**src/rtl/multi_4bits_if.sv**
```systemverilog
// Operand/result bundle for the streaming array multiplier.
// Master drives operands, slave returns the registered product.
interface multi_4bits_if #(
  parameter int bits = 4
);
  logic [bits-1:0]   A;
  logic [bits-1:0]   B;
  logic [2*bits-1:0] Product;

  modport master (
    output A,
    output B,
    input  Product
  );

  modport slave (
    input  A,
    input  B,
    output Product
  );
endinterface

```
**src/rtl/multi_4bits.sv**
```systemverilog
// Two-stage unsigned array multiplier: operand regs, carry-save
// adder rows with a final ripple row, then the product register.
module multi_4bits #(
  parameter int bits = 4
) (
  input logic           clk,
  input logic           rst,
  multi_4bits_if.slave  io
);

  localparam int pw = 2 * bits;

  logic [bits-1:0] a_r;
  logic [bits-1:0] b_r;
  logic [pw-1:0]   sum;
  logic [pw-1:0]   prod_r;
  logic [bits-1:0] pp [bits];

  always_ff @(posedge clk or posedge rst) begin
    if (rst) begin
      a_r    <= '0;
      b_r    <= '0;
      prod_r <= '0;
    end else begin
      a_r    <= io.A;
      b_r    <= io.B;
      prod_r <= sum;
    end
  end

  assign io.Product = prod_r;

  for (genvar i = 0; i < bits; i++) begin : g_pp
    assign pp[i] = a_r & {bits{b_r[i]}};
  end

  // Row i, cell j sits at weight i+j; its carry is at weight i+j+1.
  for (genvar i = 0; i < bits; i++) begin : g_row
    for (genvar j = 0; j < bits; j++) begin : g_col
      logic s;
      logic c;
      if (i == 0) begin : g_init
        assign s = pp[0][j];
        assign c = 1'b0;
      end else if (j == bits - 1) begin : g_ha
        logic x;
        logic y;
        assign x = pp[i][j];
        assign y = g_row[i-1].g_col[j].c;
        assign s = x ^ y;
        assign c = x & y;
      end else begin : g_fa
        logic x;
        logic y;
        logic z;
        assign x = pp[i][j];
        assign y = g_row[i-1].g_col[j+1].s;
        assign z = g_row[i-1].g_col[j].c;
        assign s = x ^ y ^ z;
        assign c = (x & y) | (x & z) | (y & z);
      end
    end
    assign sum[i] = g_row[i].g_col[0].s;
  end

  // Ripple row merges the last sum and carry vectors into the upper half.
  for (genvar k = 0; k < bits; k++) begin : g_fin
    logic s;
    if (k == bits - 1) begin : g_last
      assign s = g_row[bits-1].g_col[k].c ^ g_fin[k-1].g_cy.co;
    end else begin : g_cy
      logic co;
      if (k == 0) begin : g_ha
        logic x;
        logic y;
        assign x  = g_row[bits-1].g_col[1].s;
        assign y  = g_row[bits-1].g_col[0].c;
        assign s  = x ^ y;
        assign co = x & y;
      end else begin : g_fa
        logic x;
        logic y;
        logic z;
        assign x  = g_row[bits-1].g_col[k+1].s;
        assign y  = g_row[bits-1].g_col[k].c;
        assign z  = g_fin[k-1].g_cy.co;
        assign s  = x ^ y ^ z;
        assign co = (x & y) | (x & z) | (y & z);
      end
    end
    assign sum[bits+k] = s;
  end

endmodule

```
**src/flat_wrapper.sv**
```systemverilog
// flat-port wrapper written by rule: the top's interface ports become plain ports
module multi_4bits_flat 
#(
  parameter int bits = 4
)
  (clk, rst, io_A, io_B, io_Product);
  multi_4bits_if #(.bits(bits)) io_i ();
  input logic clk;
  input logic rst;
  input wire logic [$bits(io_i.A)-1:0] io_A;
  input wire logic [$bits(io_i.B)-1:0] io_B;
  output wire logic [$bits(io_i.Product)-1:0] io_Product;
  assign io_i.A = io_A;
  assign io_i.B = io_B;
  assign io_Product = io_i.Product;
  multi_4bits #(.bits(bits)) u_core (.clk(clk), .rst(rst), .io(io_i));
endmodule
```
**config.mk**
```make
export PLATFORM = sky130hd
export DESIGN_NAME = multi_4bits_flat
export DESIGN_NICKNAME = d
export VERILOG_FILES = /design/src/rtl/multi_4bits_if.sv /design/src/rtl/multi_4bits.sv /design/src/flat_wrapper.sv
export SDC_FILE = /design/constraint.sdc
export NUM_CORES = 1
export LEC_CHECK = 0
export CORE_MARGIN = 2
export CORE_UTILIZATION = 29
export CTS_CLUSTER_DIAMETER = 150
export DETAILED_ROUTE_END_ITERATION = 8
export GPL_TIMING_DRIVEN = 0
export SLEW_MARGIN = 20
export SYNTH_ARGS = -nofsm -noshare
export SYNTH_HDL_FRONTEND = slang
export SYNTH_SLANG_ARGS = --single-unit
```
**constraint.sdc**
```tcl
create_clock -name clk -period 2.9 [get_ports clk]
set_input_delay 0.58 -clock clk [delete_from_list [all_inputs] [get_ports clk]]
set_output_delay 0.58 -clock clk [all_outputs]
set_load 0.01 [all_outputs]
```
==> Yosys cells after proc, flatten, opt, wreduce, memory -nomap -nowiden <==
Cells that the tools add are included.
{ "word_totals": {"reg_bits": 16, "inputBits": 10, "output_inout_bits": 8} }
{ "op_classes": {"bitwise_logic": 68} }
{ "op_table": {"columns": ["cell", "count"], "rows": [
  ["$and 1x1->1", 28],
  ["$xor 1x1->1", 20],
  ["$and 4x4->4", 4],
  ["$or 1x1->1", 16]
]} }

==> Logic depth before layout (Yosys ltp) <==
{ "depth": {"ltp_word": 15, "mapped_depth": 9, "mapped_depth_nobuf": 9} }

==> Worst setup path after synthesis <==
Ideal clock, no wire load.
{ "synth_path": {"path_type": "register to register", "startpoint": "reg u_core.b_r[1]", "endpoint": "reg u_core.prod_r[6], in the netlist u_core.io.Product[6]", "setup_ns": 0.136, "arrival_ns": 2.732, "required_ns": 2.764, "path_slack_ns": 0.033, "path_stages_with_launch": 10, "n_path_buf": 0, "period_less_slack_ns": 2.867, "path_cell_list": "dfrtp_1 -> and2_1 -> ha_1 -> fa_1 -> inv_1 -> fa_1 -> inv_1 -> ha_1 -> fa_1 -> fa_1"} }
{ "synth_between": {"elab_chain_len": 13, "word_cells_on_any_way": 50} }
{ "synth_rtl": {"columns": ["item", "line", "text"], "rows": [
  ["start: declaration", "multi_4bits.sv:14", "logic [bits-1:0] b_r;"],
  ["start signal: assignment", "multi_4bits.sv:26", "b_r <= io.B;"],
  ["$and 4x4->4 *", "multi_4bits.sv:34", "assign pp[i] = a_r & {bits{b_r[i]}};"],
  ["$xor 1x1->1 or $and 1x1->1 (tied branches)", "multi_4bits.sv:59, multi_4bits.sv:60", null],
  ["$and 1x1->1", "multi_4bits.sv:60", "assign c = (x & y) | (x & z) | (y & z);"],
  ["$or 1x1->1 (2 in a row)", "multi_4bits.sv:60", null],
  ["$and 1x1->1", "multi_4bits.sv:60", null],
  ["$or 1x1->1 (2 in a row)", "multi_4bits.sv:60", null],
  ["$and 1x1->1", "multi_4bits.sv:79", "assign co = x & y;"],
  ["$and 1x1->1", "multi_4bits.sv:88", "assign co = (x & y) | (x & z) | (y & z);"],
  ["$or 1x1->1 (2 in a row)", "multi_4bits.sv:88", null],
  ["$xor 1x1->1 *", "multi_4bits.sv:87", "assign s = x ^ y ^ z;"],
  ["named net u_core.g_fin[2].s", "multi_4bits.sv:68", "logic s;"],
  ["end signal: assignment", "multi_4bits.sv:27", "prod_r <= sum;"],
  ["end: declaration", "multi_4bits.sv:16", "logic [pw-1:0] prod_r;"]
]} }
The timed path passes the listed nets; every way through them passes the cells marked *.

==> Final worst setup path <==
Ends and elaborated chain as after synthesis.

==> results.cfg <==
[floorplan]
boundaryPins = 18
die_h_um = 54.07
die_area_um2 = 2923
die_width_um = 54.07
rows = 18
initial_standard_cell_utilization_of_the_core_pct = 29.89
coreArea_um2 = 2432

[logic_synthesis]
yosysUniqueCellTypes = 6
syn-num-nets = 71
postSynthRegisterBits = 16
synth.cell_area_um2 = 726.9
ys.warnings.count = 0
syn_avg_cell_area_um2 = 14.84
synth_seq_area_share_pct = 55.08
number_of_instances_in_the_synthesized_netlist = 49

[cells_and_area]
number_of_filler_instances_in_the_final_layout = 247
final_layout_size_suffix_gt1_share_pct = 12.50
synthToLayoutAreaGrowth_pct = 36.66
final_nets = 95
antennaDiodeCount = 0
final_core_util_pct = 40.84

[routing]
vias = 409
route.detailed.wl_per_inst_um = 9.725
highest_layer = met4
drtAntennaViolNets = 0
dr_wl_met3_um = 60
wl_met1_um = 366
detailroute.wirelength.met2_um = 559
drt-total-wl_um = 992
drt_drc_violations_left = 0
via_per_inst = 4.010
drt_pre_antenna_iters = 1
first_iter_violations = 0

[global_route]
antenna_found_initial = 0
grt.total_usage_pct = 8.932
grt-ovfl-total = 0
via_count_of_the_first_global_routing_pass = 435
maximum_number_of_pins_on_one_net_before_global_route_repair = 17
global_route_wire_length_before_repair_um = 1773

[pwr]
power_leakage_nw = 0.4601
intPower_w = 0.0003951
ir_drop_mv = 0.1944
p_sw_share_pct = 24.24
clockPowerShare_pct = 28.3
seqPwrFrac_pct = 49.5
power.combinational.fraction_pct = 22.2
power_per_cell_area_nw_per_um2 = 525.0
switching_power_w = 0.0001264

[sta]
maxSlewViolCount = 0
final_hold_violation_count = 0
postLayoutSetupSlackWorst_ps = 27.24
tns_ps = 0
period_share_pct = 99.06
maxClockFrequency_mhz = 348.1
finalWorstPathRequiredPeriod_ps = 2873
finalSetupViolations = 0
rsz0062_at_grt = true
finalClockSkew_ps = 4.001
actual_slew_at_the_worst_max_slew_pin_ps = 584.7
relSlewSlack_pct = 60.98

[critical_path]
critical_path.most_common_cell = fa_1
end_kind = flop
crit_path_start_kind = flop
worstPathRequired_ps = 3070
worstSetupPathType = flop to flop
cp_data_arrival_time_ps = 3040
worst_path_largest_cell_delay_ps = 500
critical-path-slowest-cell = fa_1
cp_cell_sequence = and2_1 -> ha_2 -> fa_1 -> inv_1 -> fa_1 -> inv_1 -> ha_2 -> fa_2 -> fa_1
timing.critical_path.fanout_max = 2

[clock_tree]
max-clock-path-buffers = 2
holdBufCountCts = 0
tritoncts = built
cts_num_sinks = 16
number_of_levels_in_the_clock_h_tree = 1
insertion_delay_ps = 280
cts_root_buffer = clkbuf_4
cts_inserted_buffers = 3
register_clock_pin_slew_on_the_reported_worst_setup_and_hold_paths_ps = 100

[place]
dp_worst_setup_slack_ps = -102.6
port_buffers = 17
dpl.hpwl_um = 805.2
gp_congestion = 0.7663

[status]
result_of_the_run = finished, final reports clean

[run]
max-cap-violations = 0

[min_path]
worst_hold_path_type = flop to flop
[cell families (layout without fill, tap and decap cells)]
family / Yosys count / count (layout) / share of synthesized area [%]
fa+ha+maj: 12 / 12 / 28.92
buf+inv: 5 / 28 / 2.582
flops: 16 / 16 / 55.08
simple gates: 16 / 16 / 13.42
[per-stage QoR]
| stage | cells | total power, W | cell area [µm²] | hold slack (ps) |
|---|---|---|---|---|
| 6_report | 102 | 0.0005215 | 993.5 | 554.4 |
| 5_1_grt | 102 | 0.0005605 | 993.5 | 602.1 |
| 4_1_cts | 102 | 0.0005349 | 993.5 | 566.5 |
| 3_5_place_dp | 96 | 0.0003787 | 934.6 | 522.4 |
| 3_3_place_gp | 96 | 0.0003757 | 934.6 | 516.9 |
| 2_1_floorplan | 49 | 0.0003138 | 726.9 | 475.2 |
[worst paths after layout]
check | start | endpoint | slack (ps) | cells after the start
max | u_core.b_r[1] | u_core.io.Product[6] | 30 | 9
min | u_core.a_r[0] | u_core.io.Product[0] | 550 | 1
max reg2reg | u_core.b_r[1] | u_core.io.Product[6] | 30 | 9
min reg2reg | u_core.a_r[0] | u_core.io.Product[0] | 550 | 1
max in group asynchronous | rst | u_core.a_r[0] | 1860 | 2
min in group asynchronous | rst | u_core.a_r[1] | 650 | 2
[final cells by class]
cell class | count | area (µm²) | area share (%)
clock buffer | 4 | 36.28 | 3.652
inverter | 5 | 18.77 | 1.889
timing repair buffer | 19 | 185.2 | 18.64
tap | 30 | 37.54 | 3.778
multi-input combinational | 28 | 315.3 | 31.74
sequential | 16 | 400.4 | 40.30
[flip-flops by register name, indices dropped and copies added, names as in the netlist]
name,cells
u_core.a_r,4
u_core.b_r,4
u_core.io.Product,8
[power by group through the flow]
| stage | Sequential, W | Combinational, W | Clock [W] |
|---|---|---|---|
| 4_1_cts | 0.000259 | 0.000120 | 0.000156 |
| 6_report | 0.000258 | 0.000116 | 0.000148 |
| 2_1_floorplan | 0.000274 | 0.0000393 | 0 |
| 3_3_place_gp | 0.000264 | 0.000112 | 0 |
| 3_5_place_dp | 0.000264 | 0.000115 | 0 |
| 5_1_grt | 0.000261 | 0.000133 | 0.000166 |
[layer usage]
layer | GRT usage, % | up-vias
met3 | 2.500 | 2
met1 | 10.12 | 202
li1 | - | 194
met4 | 5.000 | 0
met5 | 0 | -
met2 | 15.04 | 11
[repair_timing]
action                     in CTS  in global routing
setup endpoints to repair       2                  2
pin swaps                       1                  1
resized for setup               3                  0
buffers inserted                2                  0
[synthesized netlist by cell type (all sizes together)]
cell    n  area share (%)
inv     5             2.6
nand2   1            0.52
dfrtp  16              55
fa      8              22
ha      4             6.9
and2   15              13
[cell usage in the layout, fill, tap and decap left out]
master	synthesis	layout
and2_1	15	15
buf_4	0	2
clkbuf_4	0	3
clkbuf_8	0	1
clkdlybuf4s50_1	0	17
dfrtp_1	16	16
fa_1	8	7
fa_2	0	1
ha_1	4	2
ha_2	0	2
inv_1	5	5
nand2_1	1	1
[worst max-delay path, delay by kind of cell (launching register included)]
family	cells	cell delay [ps]
buffers and inverters	2	90
adder cells (fa/ha/maj)	6	2090
AND/OR/NAND/NOR	1	170
flip-flops	1	400
Power figures use the tool's default switching activity.
